### src/rtl/demux_pkg.sv
// Shared constants for the buffered 1-to-8 demultiplexer.
// Latency: n/a (declarations only).
// Backpressure: n/a (declarations only).
package demux_pkg;
  localparam int WIDTH_DEF = 32;
  localparam int SEL_W_DEF = 3;
  localparam int NCH       = 1 << SEL_W_DEF;
  localparam int OCC_W     = SEL_W_DEF + 1;
endpackage

### src/rtl/demux_slot.sv
// One-entry holding register (valid + data) for a single demux channel.
// Latency: a load on edge N is visible on o_valid/o_data after edge N.
// Backpressure: load wins over drain, so drain+load in one cycle refills with no bubble.
module demux_slot
  import demux_pkg::*;
#(
  parameter int WIDTH = WIDTH_DEF
) (
  input  logic             clk,
  input  logic             rst_n,
  input  logic             i_load,
  input  logic             i_drain,
  input  logic [WIDTH-1:0] i_data,
  output logic             o_valid,
  output logic [WIDTH-1:0] o_data
);

  logic             r_valid;
  logic [WIDTH-1:0] r_data;

  // Capture a new word on load; otherwise empty the slot when the consumer takes it.
  always_ff @(posedge clk or negedge rst_n) begin
    if (!rst_n) begin
      r_valid <= 1'b0;
      r_data  <= '0;
    end else if (i_load) begin
      r_valid <= 1'b1;
      r_data  <= i_data;
    end else if (i_drain) begin
      r_valid <= 1'b0;
    end
  end

  assign o_valid = r_valid;
  assign o_data  = r_data;

endmodule

### src/rtl/demux1_8_32_buf.sv
// Buffered 1-to-8 demux: one producer word routed by in_sel into per-channel holding registers.
// Latency: accepted word visible on out_valid/out_data one edge later; occupancy tracks the same edge.
// Backpressure: in_ready drops only when the target channel is full and its consumer is stalled.
// Optional: DEMUX_BCAST_EN adds in_bcast, loading all channels at once when all can accept.
module demux1_8_32_buf
  import demux_pkg::*;
#(
  parameter int WIDTH = WIDTH_DEF,
  parameter int SEL_W = SEL_W_DEF
) (
  input  logic                          clk,
  input  logic                          rst_n,
  input  logic                          in_valid,
  output logic                          in_ready,
  input  logic [SEL_W-1:0]              in_sel,
  input  logic [WIDTH-1:0]              in_data,
`ifdef DEMUX_BCAST_EN
  input  logic                          in_bcast,
`endif
  output logic [(1<<SEL_W)-1:0]         out_valid,
  input  logic [(1<<SEL_W)-1:0]         out_ready,
  output logic [(1<<SEL_W)*WIDTH-1:0]   out_data,
  output logic [SEL_W:0]                occupancy
);

  localparam int NCH_L = 1 << SEL_W;
  localparam int OCC_L = SEL_W + 1;

  logic [NCH_L-1:0] w_valid;
  logic [NCH_L-1:0] w_load;
  logic [NCH_L-1:0] w_drain;
  logic [NCH_L-1:0] w_valid_nxt;
  logic             w_sel_free;
  logic             w_bcast;
  logic             w_acc;
  logic [OCC_L-1:0] w_occ_nxt;
  logic [OCC_L-1:0] r_occ;
`ifdef DEMUX_BCAST_EN
  logic             w_all_free;
`endif

  // Producer handshake: target channel can take a word if empty or draining this cycle.
  always_comb begin
    w_sel_free = !w_valid[in_sel] | out_ready[in_sel];
    w_bcast    = 1'b0;
`ifdef DEMUX_BCAST_EN
    w_bcast    = in_valid & in_bcast;
    w_all_free = &(~w_valid | out_ready);
    in_ready   = w_bcast ? w_all_free : w_sel_free;
`else
    in_ready   = w_sel_free;
`endif
  end

  assign w_acc   = in_valid & in_ready;
  assign w_drain = w_valid & out_ready;

  genvar g;
  generate
    for (g = 0; g < NCH_L; g++) begin : g_slot
      assign w_load[g]      = w_acc & (w_bcast | (in_sel == SEL_W'(g)));
      assign w_valid_nxt[g] = w_load[g] | (w_valid[g] & ~out_ready[g]);

      demux_slot #(.WIDTH(WIDTH)) u_slot (
        .clk     (clk),
        .rst_n   (rst_n),
        .i_load  (w_load[g]),
        .i_drain (w_drain[g]),
        .i_data  (in_data),
        .o_valid (w_valid[g]),
        .o_data  (out_data[g*WIDTH +: WIDTH])
      );
    end
  endgenerate

  // Popcount of the post-edge valid vector so occupancy moves on the same edge as the slots.
  always_comb begin
    w_occ_nxt = '0;
    for (int k = 0; k < NCH_L; k++) begin
      w_occ_nxt = w_occ_nxt + OCC_L'(w_valid_nxt[k]);
    end
  end

  // Registered occupancy count.
  always_ff @(posedge clk or negedge rst_n) begin
    if (!rst_n) begin
      r_occ <= '0;
    end else begin
      r_occ <= w_occ_nxt;
    end
  end

  assign out_valid = w_valid;
  assign occupancy = r_occ;

endmodule
### config.mk
export PLATFORM = sky130hd
export DESIGN_NAME = demux1_8_32_buf
export DESIGN_NICKNAME = d
export VERILOG_FILES = /design/src/rtl/demux_pkg.sv /design/src/rtl/demux_slot.sv /design/src/rtl/demux1_8_32_buf.sv
export SDC_FILE = /design/constraint.sdc
export NUM_CORES = 1
export LEC_CHECK = 0
export ABC_CLOCK_PERIOD_IN_PS = 3500
export CAP_MARGIN = 40
export CORE_AREA = 3 3 158 160
export DETAILED_ROUTE_END_ITERATION = 16
export DIE_AREA = 0 0 161 163
export PLACE_DENSITY = 0.8
export RECOVER_POWER = 25
export SLEW_MARGIN = 10
export SYNTH_ARGS = -nofsm -noshare
export SYNTH_HDL_FRONTEND = slang
export SYNTH_HIERARCHICAL = 1
export SYNTH_SLANG_ARGS = --single-unit
### constraint.sdc
create_clock -name clk -period 3.5 [get_ports clk]
set_input_delay 0.7 -clock clk [delete_from_list [all_inputs] [get_ports clk]]
set_output_delay 0.7 -clock clk [all_outputs]
set_load 0.05 [all_outputs]
* Word-level counts from Yosys, hierarchy flattened
Cells that the tools add are included.
** Storage, ports and cells
- Register bits :: 268
- Bits of input ports :: 46
** Operators by class
- Add/sub/neg operators :: 7
- $lt $le $gt $ge :: 1
- Equal/unequal tests :: 7
- Mux-type cells :: 20
- Bitwise gates (word level) :: 35
- Reductions and logical operators :: 10
** Operators by type and width (count)
- $add A4 B1 Y4 :: 6
- $mux W1 :: 18
- $and A1 B1 Y1 :: 17
- $reduce_bool A2 Y1 :: 8
- $eq A3 B3 Y1 const B :: 4
- $or A1 B1 Y1 :: 9
- $and A8 B8 Y8 :: 1
- $not A1 Y1 :: 8
- $bmux W1 S3 :: 2
- $eq A3 B2 Y1 const B :: 2
- $lt A3 B4 Y1 const B :: 1
- $eq A3 B1 Y1 const B :: 1
- $logic_not A3 Y1 :: 1
- $add A1 B1 Y2 :: 1
- $logic_not A1 Y1 :: 1

* Logic depth before layout (Yosys ltp)
Gate-level depths: netlist of the first run.
- Depth in word-level cells :: 14
- Gate-level depth with buffers :: 11

* By module
Netlist of the first run, hierarchy kept.
** By module, submodules not included
- demux_slot :: instances 8, cells an instance 71, area each 1377.6 sq um
- demux1_8_32_buf :: instances 1, cells an instance 69, area each 558.0 sq um

* Worst setup path before layout of the first run
OpenSTA, ideal clock, no wires.
- Kind :: input -> register
- Start point :: input port in_sel[1]
- End point :: register r_occ[2] (netlist: occupancy[2])
- Arrival :: 3.218 ns
- Data required time :: 3.378 ns
- Slack :: 0.160 ns
- Stages :: 11
- Path buffers :: 1
- Cells stage by stage :: buf_2 inv_1 nand2_1 o21bai_1 fa_1 inv_1 fa_1 inv_1 fa_1 fa_1 xor2_1
** On the way
- Cells in the longest elaborated chain, start to end :: 14
- Elaborated cells between the ends (all ways) :: 38
- Classes of those cells :: add/sub: 7; eq/ne: 7; mux: 4; bitwise: 18; reduce/logical: 2
** RTL lines
- from (decl) :: RTL line demux1_8_32_buf.sv:15 : input logic [SEL_W-1:0] in_sel,
- $bmux W1 S3 :: RTL line demux1_8_32_buf.sv:44 : w_sel_free = !w_valid[in_sel] | out_ready[in_sel];
- $mux W1 (implied by the code) :: RTL line demux1_8_32_buf.sv:44
- $logic_not A1 Y1 :: RTL line demux1_8_32_buf.sv:44
- $or A1 B1 Y1 :: RTL line demux1_8_32_buf.sv:44
- $and A1 B1 Y1 :: RTL line demux1_8_32_buf.sv:55 : assign w_acc = in_valid & in_ready;
- $and A1 B1 Y1 :: RTL line demux1_8_32_buf.sv:61 : assign w_load[g] = w_acc & (w_bcast | (in_sel == SEL_W'(g)));
- $or A1 B1 Y1 :: RTL line demux1_8_32_buf.sv:62 : assign w_valid_nxt[g] = w_load[g] | (w_valid[g] & ~out_ready[g]);
- $add A1 B1 Y2 :: RTL line demux1_8_32_buf.sv:80 : w_occ_nxt = w_occ_nxt + OCC_L'(w_valid_nxt[k]);
- $add A4 B1 Y4 (5 in a row) :: RTL line demux1_8_32_buf.sv:80
- $add A4 B1 Y4 * :: RTL line demux1_8_32_buf.sv:80
- net w_occ_nxt[2] :: RTL line demux1_8_32_buf.sv:36 : logic [OCC_L-1:0] w_occ_nxt;
- to (signal assigned) :: RTL line demux1_8_32_buf.sv:89 : r_occ <= w_occ_nxt;
- to (decl) :: RTL line demux1_8_32_buf.sv:37 : logic [OCC_L-1:0] r_occ;
Mark *: on every way through the listed nets, which the timed path passes. The rest lies on a longest branch. The select of a mux whose other input is x is not followed.
A chain may end at the register's enable or synchronous reset.

* Worst setup path in the final report of the first run
- Start point :: input port in_sel[2]
- End point :: register r_occ[2] (netlist: occupancy[2])
Same word-level chain as after synthesis.

==> results of run 1 <==
==> power by group through the flow <==
stage               Clock, mW  Sequential, mW  Combinational (mW)
finish                   3.37            4.73                7.60
global route             3.57            4.85                7.83
CTS                      3.43            4.73                7.65
detailed placement          0            4.72                7.60
global placement            0            4.70                7.51
floorplan                   0            8.10                1.58
==> sequential cells by signal (all words and copies together), names as in the netlist <==
register               flops
g_slot.u_slot/o_valid      8
occupancy                  4
g_slot.u_slot/o_data     256
==> per-stage QoR <==
| step | TNS [ps] | hold WS [ps] | power, mW | utilization |
|---|---|---|---|---|
| floorplan | 0 | 404 | 9.68 | - |
| global placement | -477 | 490 | 12.2 | 0.636 |
| detailed placement | -537 | 491 | 12.3 | 0.636 |
| CTS | 0 | 232 | 15.8 | 0.681 |
| global route | 0 | 520 | 16.2 | 0.680 |
| finish | 0 | 505 | 15.7 | 0.680 |
==> area by class of cell <==
type                            count  area [sq um]
Multi-Input combinational cell    319          4280
Clock inverter                     12           241
Sequential cell                   268          6710
Tap cell                          319           399
Timing Repair Buffer              349          3490
Inverter                           17          63.8
Fill cell                        1646          7540
Clock buffer                       40           817
==> logic make-up after synthesis <==
| family | count (synthesis) | synth area share |
|---|---|---|
| flops | 268 | 0.579 |
| mux | 256 | 0.324 |
| buf+inv | 50 | 0.0552 |
| simple gates | 35 | 0.0175 |
| compound gates | 20 | 0.0130 |
| fa+ha+maj | 7 | 0.0102 |
| xor+xnor | 1 | 0.000757 |
==> path summary, 6_finish.rpt <==
kind,start,to,slack (ps),cells after the start
min reg2reg,g_slot[6].u_slot/o_data[12],g_slot[6].u_slot/o_data[12],500,1
max reg2reg,g_slot[2].u_slot/o_valid,occupancy[2],420,9
min,g_slot[6].u_slot/o_data[12],g_slot[6].u_slot/o_data[12],500,1
max in group asynchronous,rst_n,g_slot[1].u_slot/o_data[1],710,2
max,in_sel[2],occupancy[2],250,10
min in group asynchronous,rst_n,g_slot[1].u_slot/o_data[10],960,1
==> metal layers <==
metal,up-vias,wire (um),part of all wire
met3,44,3010,0.099
met4,0,514,0.017
met5,-,0,0
met1,3491,12800,0.42
met2,298,14200,0.47
li1,2910,-,-
==> layout by cell type (no fill, tap or decap), types with 2 or more instances in the layout <==
cell / instances
a211o_1: 2
a21o_1: 8
and2_1: 7
buf_12: 8
buf_4: 25
bufinv_16: 7
clkbuf_1: 6
clkbuf_16: 29
clkbuf_2: 4
clkbuf_8: 5
clkdlybuf4s50_1: 312
clkinv_2: 3
dfrtp_1: 268
fa_1: 4
ha_1: 3
inv_1: 17
mux2_2: 24
mux2_4: 232
nand2_1: 3
nand2b_1: 3
nor2_1: 4
nor2_4: 3
nor2b_1: 5
nor3_2: 2
nor3b_1: 2
o21bai_1: 2
o22ai_1: 3
==> critical path, cell delays in order <==
cell and delay [ps]:
clkdlybuf4s50_1 490, nor2_1 60, a31o_2 260, fa_1 530, inv_1 50, fa_1 530
inv_1 50, fa_1 450, fa_1 390, xor2_1 150
==> results.cfg, run 1 <==
[power_and_ir_drop]
switching_share = 0.418
switching_power_mw = 6.55
vdd_ir_drop_max_mv = 0.549
clkPwrFrac = 0.215
power_leakage_nw = 7.13
pwr-share-comb = 0.484
p_int_mw = 9.14
power_frac_seq = 0.301
power_density_nw_per_um2 = 981

[global_routing]
grt_util_met3 = 0.0824
first_global_vias = 7344
grt_pass1_wl_um = 46500
grt_usage = 0.227
met1_usage = 0.299
grt-ovfl-total = 0
grt_most_used_layer = met2
use_met2 = 0.366
grt_max_degree = 104
antenna_found_initial = 0

[sta]
finalHoldViolations = 0
clock.fmax_mhz = 307
rsz0062_at_grt = no
fin_crit_ps = 3250
skew_ps = 8.93
setup_violations = 0
final_max_slew_viol_count = 103
max-slew-margin-rel = -0.705
worst_slack_ps = 245
worst_pin_slew_ps = 2560
period_share = 0.930

[place]
post_dp_cell_area_sq_um = 15000
portBuffers = 314
place_inst = 1272
dp_hpwl_um = 20300
pre_cts_ws_ps = -317
place_congestion = 0.936

[finish]
layout.nets = 1037
antenna_cells = 0
finalNonFillerCells = 1324
drive_gt1_frac = 0.346
syn2layout_area_growth_pct = 38.2
finalInstanceArea_sq_um = 16000

[route]
firstDrtPassIters = 4
drt_wl_total_um = 30500
drtAntennaViolNets = 0
vias_per_cell = 5.09
vias = 6743
drt_iter0_markers = 257
drcViolationCount = 0
wl_per_cell_um = 23.1

[synthesis]
synth_edf_count = 0
syn_area_sq_um = 11600
avgSynthCellArea_sq_um = 18.2
yosys_register_bits = 268
synthDistinctLibCells = 32
yosysWarnings = 6
synthFlopType = dfrtp_1
synth_area_leaders = dfrtp_1 (58%), mux2_4 (30%), buf_12 (4.1%)
synth_top_area_share = 0.579
syn-num-nets = 690
yosysTopAreaCell = dfrtp_1
ys_seq_area_frac = 0.579
synth_common_cells = dfrtp_1 (268), mux2_4 (232), buf_12 (24), mux2_2 (24), inv_1 (17)
synth_most_common_cell = dfrtp_1
synthArstFlopShare = 1.00
syn_inst = 637

[floorplanning]
die_w_um = 161
initial_core_util = 0.492
die_h_um = 163
core_area_sq_um = 23500
die_area_sq_um = 26200
pin_count = 315
rows = 56

[clock_tree]
cts_tree = built
root_buffer = clkbuf_16
clk_latency_ps = 530
htree_levels = 1
numCtsBuffers = 29
ctsResizeCount = 0
post-cts-setup-buffer-count = 0
cts_num_sinks = 268
clockBufferDepth = 3
clkTransAtPathRegs_ps = 60
hold_buffers = 0

[run_status]
violations = capacitance limit, slew limit
outcome = complete, but fails checks

[setup_path]
path_max_fanout = 3
cp.required_ps = 3920
worstPathArrival_ps = 3670
start_kind = input pin
critPathCaptureType = register
crit_type = in2reg

[hold_path]
min_path_type = reg2reg

[flow_run]
maxCapViolations = 1
Note: power is estimated with default switching activity, not from simulation.
==> inputs of run 2 (changes only) <==
--- a/config.mk
+++ b/config.mk
@@ -17,3 +17,4 @@
 export SYNTH_HDL_FRONTEND = slang
 export SYNTH_HIERARCHICAL = 1
 export SYNTH_SLANG_ARGS = --single-unit
+export TNS_END_PERCENT = 5
==> results of run 2 <==
No change in the layout: final DEF, timing and power equal those of run 1.
